**src/rtl/contador_dec_carga_pkg.sv**
```systemverilog
// Shared definitions for the display controller slice.
// Holds the load/decrement counter FSM state encoding and the constants
// that bound its parameters.
package contador_dec_carga_pkg;

  // Counter FSM states
  typedef enum logic [1:0] {
    IDLE = 2'd0,
    RUN  = 2'd1,
    DONE = 2'd2
  } estado_t;

  // Default counter / load-value width
  localparam int unsigned N_DEF     = 8;
  // Prescaler limits (qualified decrement cycles per tick)
  localparam int unsigned PRESC_MIN = 1;
  localparam int unsigned PRESC_MAX = 255;
  // Prescaler counter width, wide enough for PRESC_MAX-1
  localparam int unsigned PRESC_W   = 8;

endpackage

```
**src/rtl/contador_dec_carga_generador_tic.sv**
```systemverilog
// generador_tic: prescaler that turns qualified enable cycles into ticks.
// Ports:
//   i_Clk  - clock, rising edge
//   i_Rst  - synchronous active-high reset, clears the count
//   i_Clr  - synchronous clear of the count
//   i_En   - qualified cycle; advances the count, holds it when low
//   o_Tic  - combinational, high when i_En=1 and the count equals PRESC-1
module generador_tic
  import contador_dec_carga_pkg::*;
#(
  parameter int PRESC = 1
) (
  input  logic i_Clk,
  input  logic i_Rst,
  input  logic i_Clr,
  input  logic i_En,
  output logic o_Tic
);

  localparam logic [PRESC_W-1:0] ULTIMO = PRESC_W'(PRESC - 1);

  logic [PRESC_W-1:0] cnt_q, cnt_d;

  always_comb begin
    cnt_d = cnt_q;
    if (i_Clr) begin
      cnt_d = '0;
    end else if (i_En) begin
      cnt_d = (cnt_q == ULTIMO) ? '0 : cnt_q + PRESC_W'(1);
    end
  end

  always_ff @(posedge i_Clk) begin
    if (i_Rst) begin
      cnt_q <= '0;
    end else begin
      cnt_q <= cnt_d;
    end
  end

  assign o_Tic = i_En && (cnt_q == ULTIMO);

endmodule

```
**src/rtl/contador_dec_carga.sv**
```systemverilog
// contador_dec_carga: loadable down-counter with prescaled decrement and
// optional auto-reload on reaching zero.
// Ports:
//   i_Clk     - clock, rising edge
//   i_Rst     - synchronous active-high reset
//   i_Load    - load i_Valor (takes priority over i_Dec)
//   i_Valor   - value captured on load (n bits)
//   i_Dec     - decrement request, level sampled every cycle
//   i_Auto    - reload the last loaded value instead of stopping at zero
//   o_Cta     - registered current count
//   o_Cero    - high when o_Cta == 0
//   o_Fin     - one-cycle registered pulse on the 1 -> 0 (or reload) step
//   o_Ocupado - high while counting (RUN)
module contador_dec_carga
  import contador_dec_carga_pkg::*;
#(
  parameter int n     = 8,
  parameter int PRESC = 1
) (
  input  logic         i_Clk,
  input  logic         i_Rst,
  input  logic         i_Load,
  input  logic [n-1:0] i_Valor,
  input  logic         i_Dec,
  input  logic         i_Auto,
  output logic [n-1:0] o_Cta,
  output logic         o_Cero,
  output logic         o_Fin,
  output logic         o_Ocupado
);

  localparam logic [n-1:0] UNO = n'(1);

  estado_t      estado_q, estado_d;
  logic [n-1:0] cta_q, cta_d;
  logic [n-1:0] recarga_q, recarga_d;
  logic         fin_q, fin_d;
  logic         en_presc;
  logic         tic;

  // A load cycle discards i_Dec, so it must not advance the prescaler.
  assign en_presc = (estado_q == RUN) && i_Dec && !i_Load;

  generador_tic #(
    .PRESC(PRESC)
  ) u_generador_tic (
    .i_Clk (i_Clk),
    .i_Rst (i_Rst),
    .i_Clr (i_Load),
    .i_En  (en_presc),
    .o_Tic (tic)
  );

  always_comb begin
    estado_d  = estado_q;
    cta_d     = cta_q;
    recarga_d = recarga_q;
    fin_d     = 1'b0;
    if (i_Load) begin
      cta_d     = i_Valor;
      recarga_d = i_Valor;
      estado_d  = (i_Valor != '0) ? RUN : DONE;
    end else if (tic) begin
      // tic is only possible in RUN
      if (cta_q > UNO) begin
        cta_d = cta_q - UNO;
      end else if (cta_q == UNO) begin
        fin_d = 1'b1;
        if (i_Auto) begin
          cta_d = recarga_q;
        end else begin
          cta_d    = '0;
          estado_d = DONE;
        end
      end
    end
  end

  always_ff @(posedge i_Clk) begin
    if (i_Rst) begin
      estado_q  <= IDLE;
      cta_q     <= '0;
      recarga_q <= '0;
      fin_q     <= 1'b0;
    end else begin
      estado_q  <= estado_d;
      cta_q     <= cta_d;
      recarga_q <= recarga_d;
      fin_q     <= fin_d;
    end
  end

  assign o_Cta     = cta_q;
  assign o_Cero    = (cta_q == '0);
  assign o_Fin     = fin_q;
  assign o_Ocupado = (estado_q == RUN);

endmodule

```
**config.mk**
```make
export PLATFORM = sky130hd
export DESIGN_NAME = contador_dec_carga
export DESIGN_NICKNAME = d
export VERILOG_FILES = /design/src/rtl/contador_dec_carga_pkg.sv /design/src/rtl/contador_dec_carga_generador_tic.sv /design/src/rtl/contador_dec_carga.sv
export SDC_FILE = /design/constraint.sdc
export NUM_CORES = 1
export LEC_CHECK = 0
export ABC_AREA = 1
export CORE_MARGIN = 3
export CORE_UTILIZATION = 50
export DETAILED_ROUTE_END_ITERATION = 12
export PLACE_DENSITY = 0.81
export RECOVER_POWER = 100
export SYNTH_ARGS = -nofsm -noshare
export SYNTH_HDL_FRONTEND = slang
export SYNTH_SLANG_ARGS = --single-unit
```
**constraint.sdc**
```tcl
create_clock -name i_Clk -period 2.5 [get_ports i_Clk]
set_input_delay 0.5 -clock i_Clk [delete_from_list [all_inputs] [get_ports i_Clk]]
set_output_delay 0.5 -clock i_Clk [all_outputs]
set_load 0.05 [all_outputs]
```
==> run summary <==
The worst setup path is launched from a flip-flop. The cell area that synthesis handed to floorplanning was 1623 sq um. The worst-case setup margin in the final layout was 0.2810 ns. Clock-pin slew was measured on the worst setup and hold paths at 0.16 ns. The floorplan has 20 rows. TritonCTS built the clock tree. The number of clock buffers inserted by TritonCTS is 3.

The most used flip-flop cell after synthesis is dfxtp_1. After routing, the total negative slack on setup checks comes to 0 ns. The completed layout was analyzed and its total power is 1.075 mW.

Count of H-tree levels built during CTS: 1. For the met3 capacity usage during global routing, the log shows 0.01619. In this run the clock root is driven by a clkbuf_4. The post-place setup slack was 0.3840 ns.

Timing would allow up to 450.7 MHz. The die height was 62.97 microns. The logs give 1,403 for the number of global-route vias before repair and 0.5272 for the initial core utilization. The count of routing violations after the opening detailed-route iteration is 139, and the number of warnings issued by yosys is 0. For this run the aggregate overflow at the end of global routing stands at 0.

The run gives 1894 sq um as the final standard cell area without fillers. The final routed wirelength across all metal layers is 3587 microns, and the detailed-route DRC error count is 0. The iteration count of the initial detailed-routing pass came out at 4.

The placed cell area was 1897 sq um; the mean routed wirelength per cell was 11.32 microns. Across the VDD grid, the largest voltage drop is 0.2702 mV. Pin placement for this block handled 24 I/O pins. The fraction of final layout cells sized beyond drive strength 1 works out to 0.06593.

The met1 track utilization from global routing is 0.2892, and the areal power density over the cells is 567.5 nW/um^2. The share of synthesized registers carrying an async set or reset is 0, and the remaining max-slew budget at the tightest pin is 0.5952. The run finished with clean final reports. The maximum fanout count along the critical path came out at 2.

Setup repair after global routing left no endpoint under its margin. The run gives 0 as the number of nets still failing antenna checks after routing. Number of antenna violations at the first check in global routing: 0.

For the max-cap violation count, the log shows 0. Synthesis instantiated 27 different standard cells from the library. The clock drives 27 sinks. After detailed placement, the design holds a cell count of 313. The final clock period utilization by the worst path was 0.8876.

The placer congestion estimate is 0.8387. The busiest metal layer after global routing was met2. The number of storage elements in the synthesis netlist was 27.

Detailed routing inserted a total of 1,587 vias. The setup path with the least slack is of type reg2out. The cell count after synthesis came out at 249.

Relative to the synthesized area, the layout overhead comes to 16.73%. The run gives 0 as the count of final max-slew check failures. The endpoint type of the worst setup path was a primary output.

For this design the static power due to leakage is 0.8722 nW. Setup violations remaining at the end of the flow were counted as 0. Type of the tightest min-delay check: reg2reg.

Port buffering added 23 buffers. At the worst endpoint, the required time is 2.00 ns. The share of the core filled with cells in the final layout is 0.6154.

The number of flops mapped to enable cells by yosys came out at 0. The run gives 0.3331 as the share of the yosys chip area belonging to registers. Worst hold margin: 0.4790 ns.

The synthesized area per cell came out at 6.517 sq um. For the worst endpoint data arrival time, the log shows 1.72 ns. The tools report the total number of nets in the final design as 292.

The die covers 3965 sq um. Counting every net in the synthesized netlist gives 267. The later pin in the worst-skew pair is clocked with a latency of 0.34 ns.

The number of filler instances in the final layout came out at 310. The final-report hold violation count is 0, and the aggregate global-route resource usage is 0.1931. The buffer levels on the longest clock path was 2; the worst clock skew on the final layout was 0.005585 ns. The global-route wire length before repair came out at 6313 microns.

Shortest period the worst path allows: 2.219 ns. The run gives 0 as the number of buffers inserted by post-CTS setup repair. The transition time of the tightest slew-check pin was 0.6098 ns. The placeable core region came out at 3078 sq um.

The repair_antennas step left the layout with diodes totalling 0. The global-route track usage on met2 came out at 0.2912. The tools report the maximum number of pins on one net before global-route repair as 19. Once detailed placement completed, the half-perimeter wirelength came to 2779 microns.

X dimension of the die: 62.97 microns. After detailed routing, the number of vias per cell comes to 5.006. Leaving out filler cells and counting taps, the final layout contains 317.
layer usage:
layer	part of all wire	up-vias
li1	-	838
met1	0.52	708
met2	0.42	36
met3	0.037	5
met4	0.014	0
met5	0	-
power breakdown:
group	internal, mW	total (mW)	switching [mW]	leakage, nW
clock	0.0603	0.200	0.140	0.0177
sequential	0.457	0.479	0.0223	0.221
combinational	0.126	0.396	0.270	0.633
synthesized netlist by cell type (2+ instances only):
master / instances / area (sq um)
nand2_1: 75 / 281.5
nor2_1: 36 / 135.1
inv_1: 29 / 108.9
dfxtp_1: 27 / 540.5
nand3_1: 15 / 75.07
a21oi_1: 11 / 55.05
nor3_1: 7 / 35.03
nand4_1: 6 / 37.54
ha_1: 5 / 62.56
o21ai_0: 5 / 25.02
clkbuf_1: 4 / 15.01
nor3b_1: 4 / 30.03
xor2_1: 4 / 35.03
a21oi_2: 3 / 26.28
inv_4: 2 / 12.51
nand2_2: 2 / 12.51
nand2_4: 2 / 22.52
nor2_2: 2 / 12.51
o22ai_1: 2 / 12.51
path summary, 6_finish.rpt:
kind	start	to	slack, ns	depth (start not counted)
max reg2reg	o_Cta[0]$_SDFFE_PP0P_	o_Cta[4]$_SDFFE_PP0P_	0.74	9
max	estado_q[0]$_SDFFE_PP0P_	o_Ocupado	0.28	3
min	recarga_q[5]$_SDFFE_PP0P_	recarga_q[5]$_SDFFE_PP0P_	0.48	2
min reg2reg	recarga_q[5]$_SDFFE_PP0P_	recarga_q[5]$_SDFFE_PP0P_	0.48	2
flip-flops by register name, indices dropped and copies added, names as in the netlist:
register               cells
estado_q                   2
o_Cta                      8
o_Fin                      1
recarga_q                  8
u_generador_tic.cnt_q      8
logic make-up (layout without fill, tap and decap cells):
| group | after synthesis | count (layout) | synth area share |
|---|---|---|---|
| buffers and inverters | 37 | 61 | 0.09328 |
| adder cells (fa/ha/maj) | 5 | 5 | 0.03855 |
| AND/OR/NAND/NOR | 152 | 152 | 0.4210 |
| AO/OA/AOI/OAI | 24 | 24 | 0.09252 |
| XOR/XNOR | 4 | 4 | 0.02159 |
| flip-flops | 27 | 27 | 0.3331 |
cells in the final DEF, fill, tap and decap left out, drive strengths merged, types with 5 or more instances in the layout:
cell,netlist,routed
clkdlybuf4s50,0,11
inv,31,31
a21oi,15,15
ha,5,5
nand4,7,7
dfxtp,27,27
dlygate4sd3,0,11
nor2,39,39
clkbuf,4,5
nor3,7,7
o21ai,5,5
nand3,16,16
nand2,79,79
layout make-up:
| type | count | area, sq um | area share |
|---|---|---|---|
| sequential | 27 | 540.5 | 0.2853 |
| timing repair buffer | 25 | 235.2 | 0.1242 |
| clock inverter | 1 | 5.005 | 0.002642 |
| clock buffer | 3 | 22.52 | 0.01189 |
| tap | 44 | 55.05 | 0.02906 |
| inverter | 32 | 125.1 | 0.06605 |
| multi-input combinational | 185 | 910.9 | 0.4808 |
worst max-delay path, stage by stage (launching register included):
cell and delay, ns:
dfxtp_1 0.36, inv_1 0.06, nor2_4 0.08, dlygate4sd3_1 0.88
timing repair:
item                       CTS  global route
resized for setup            0             1
setup endpoints to repair    0             1
hold buffers                 0             0
Power figures use the tool's default switching activity.
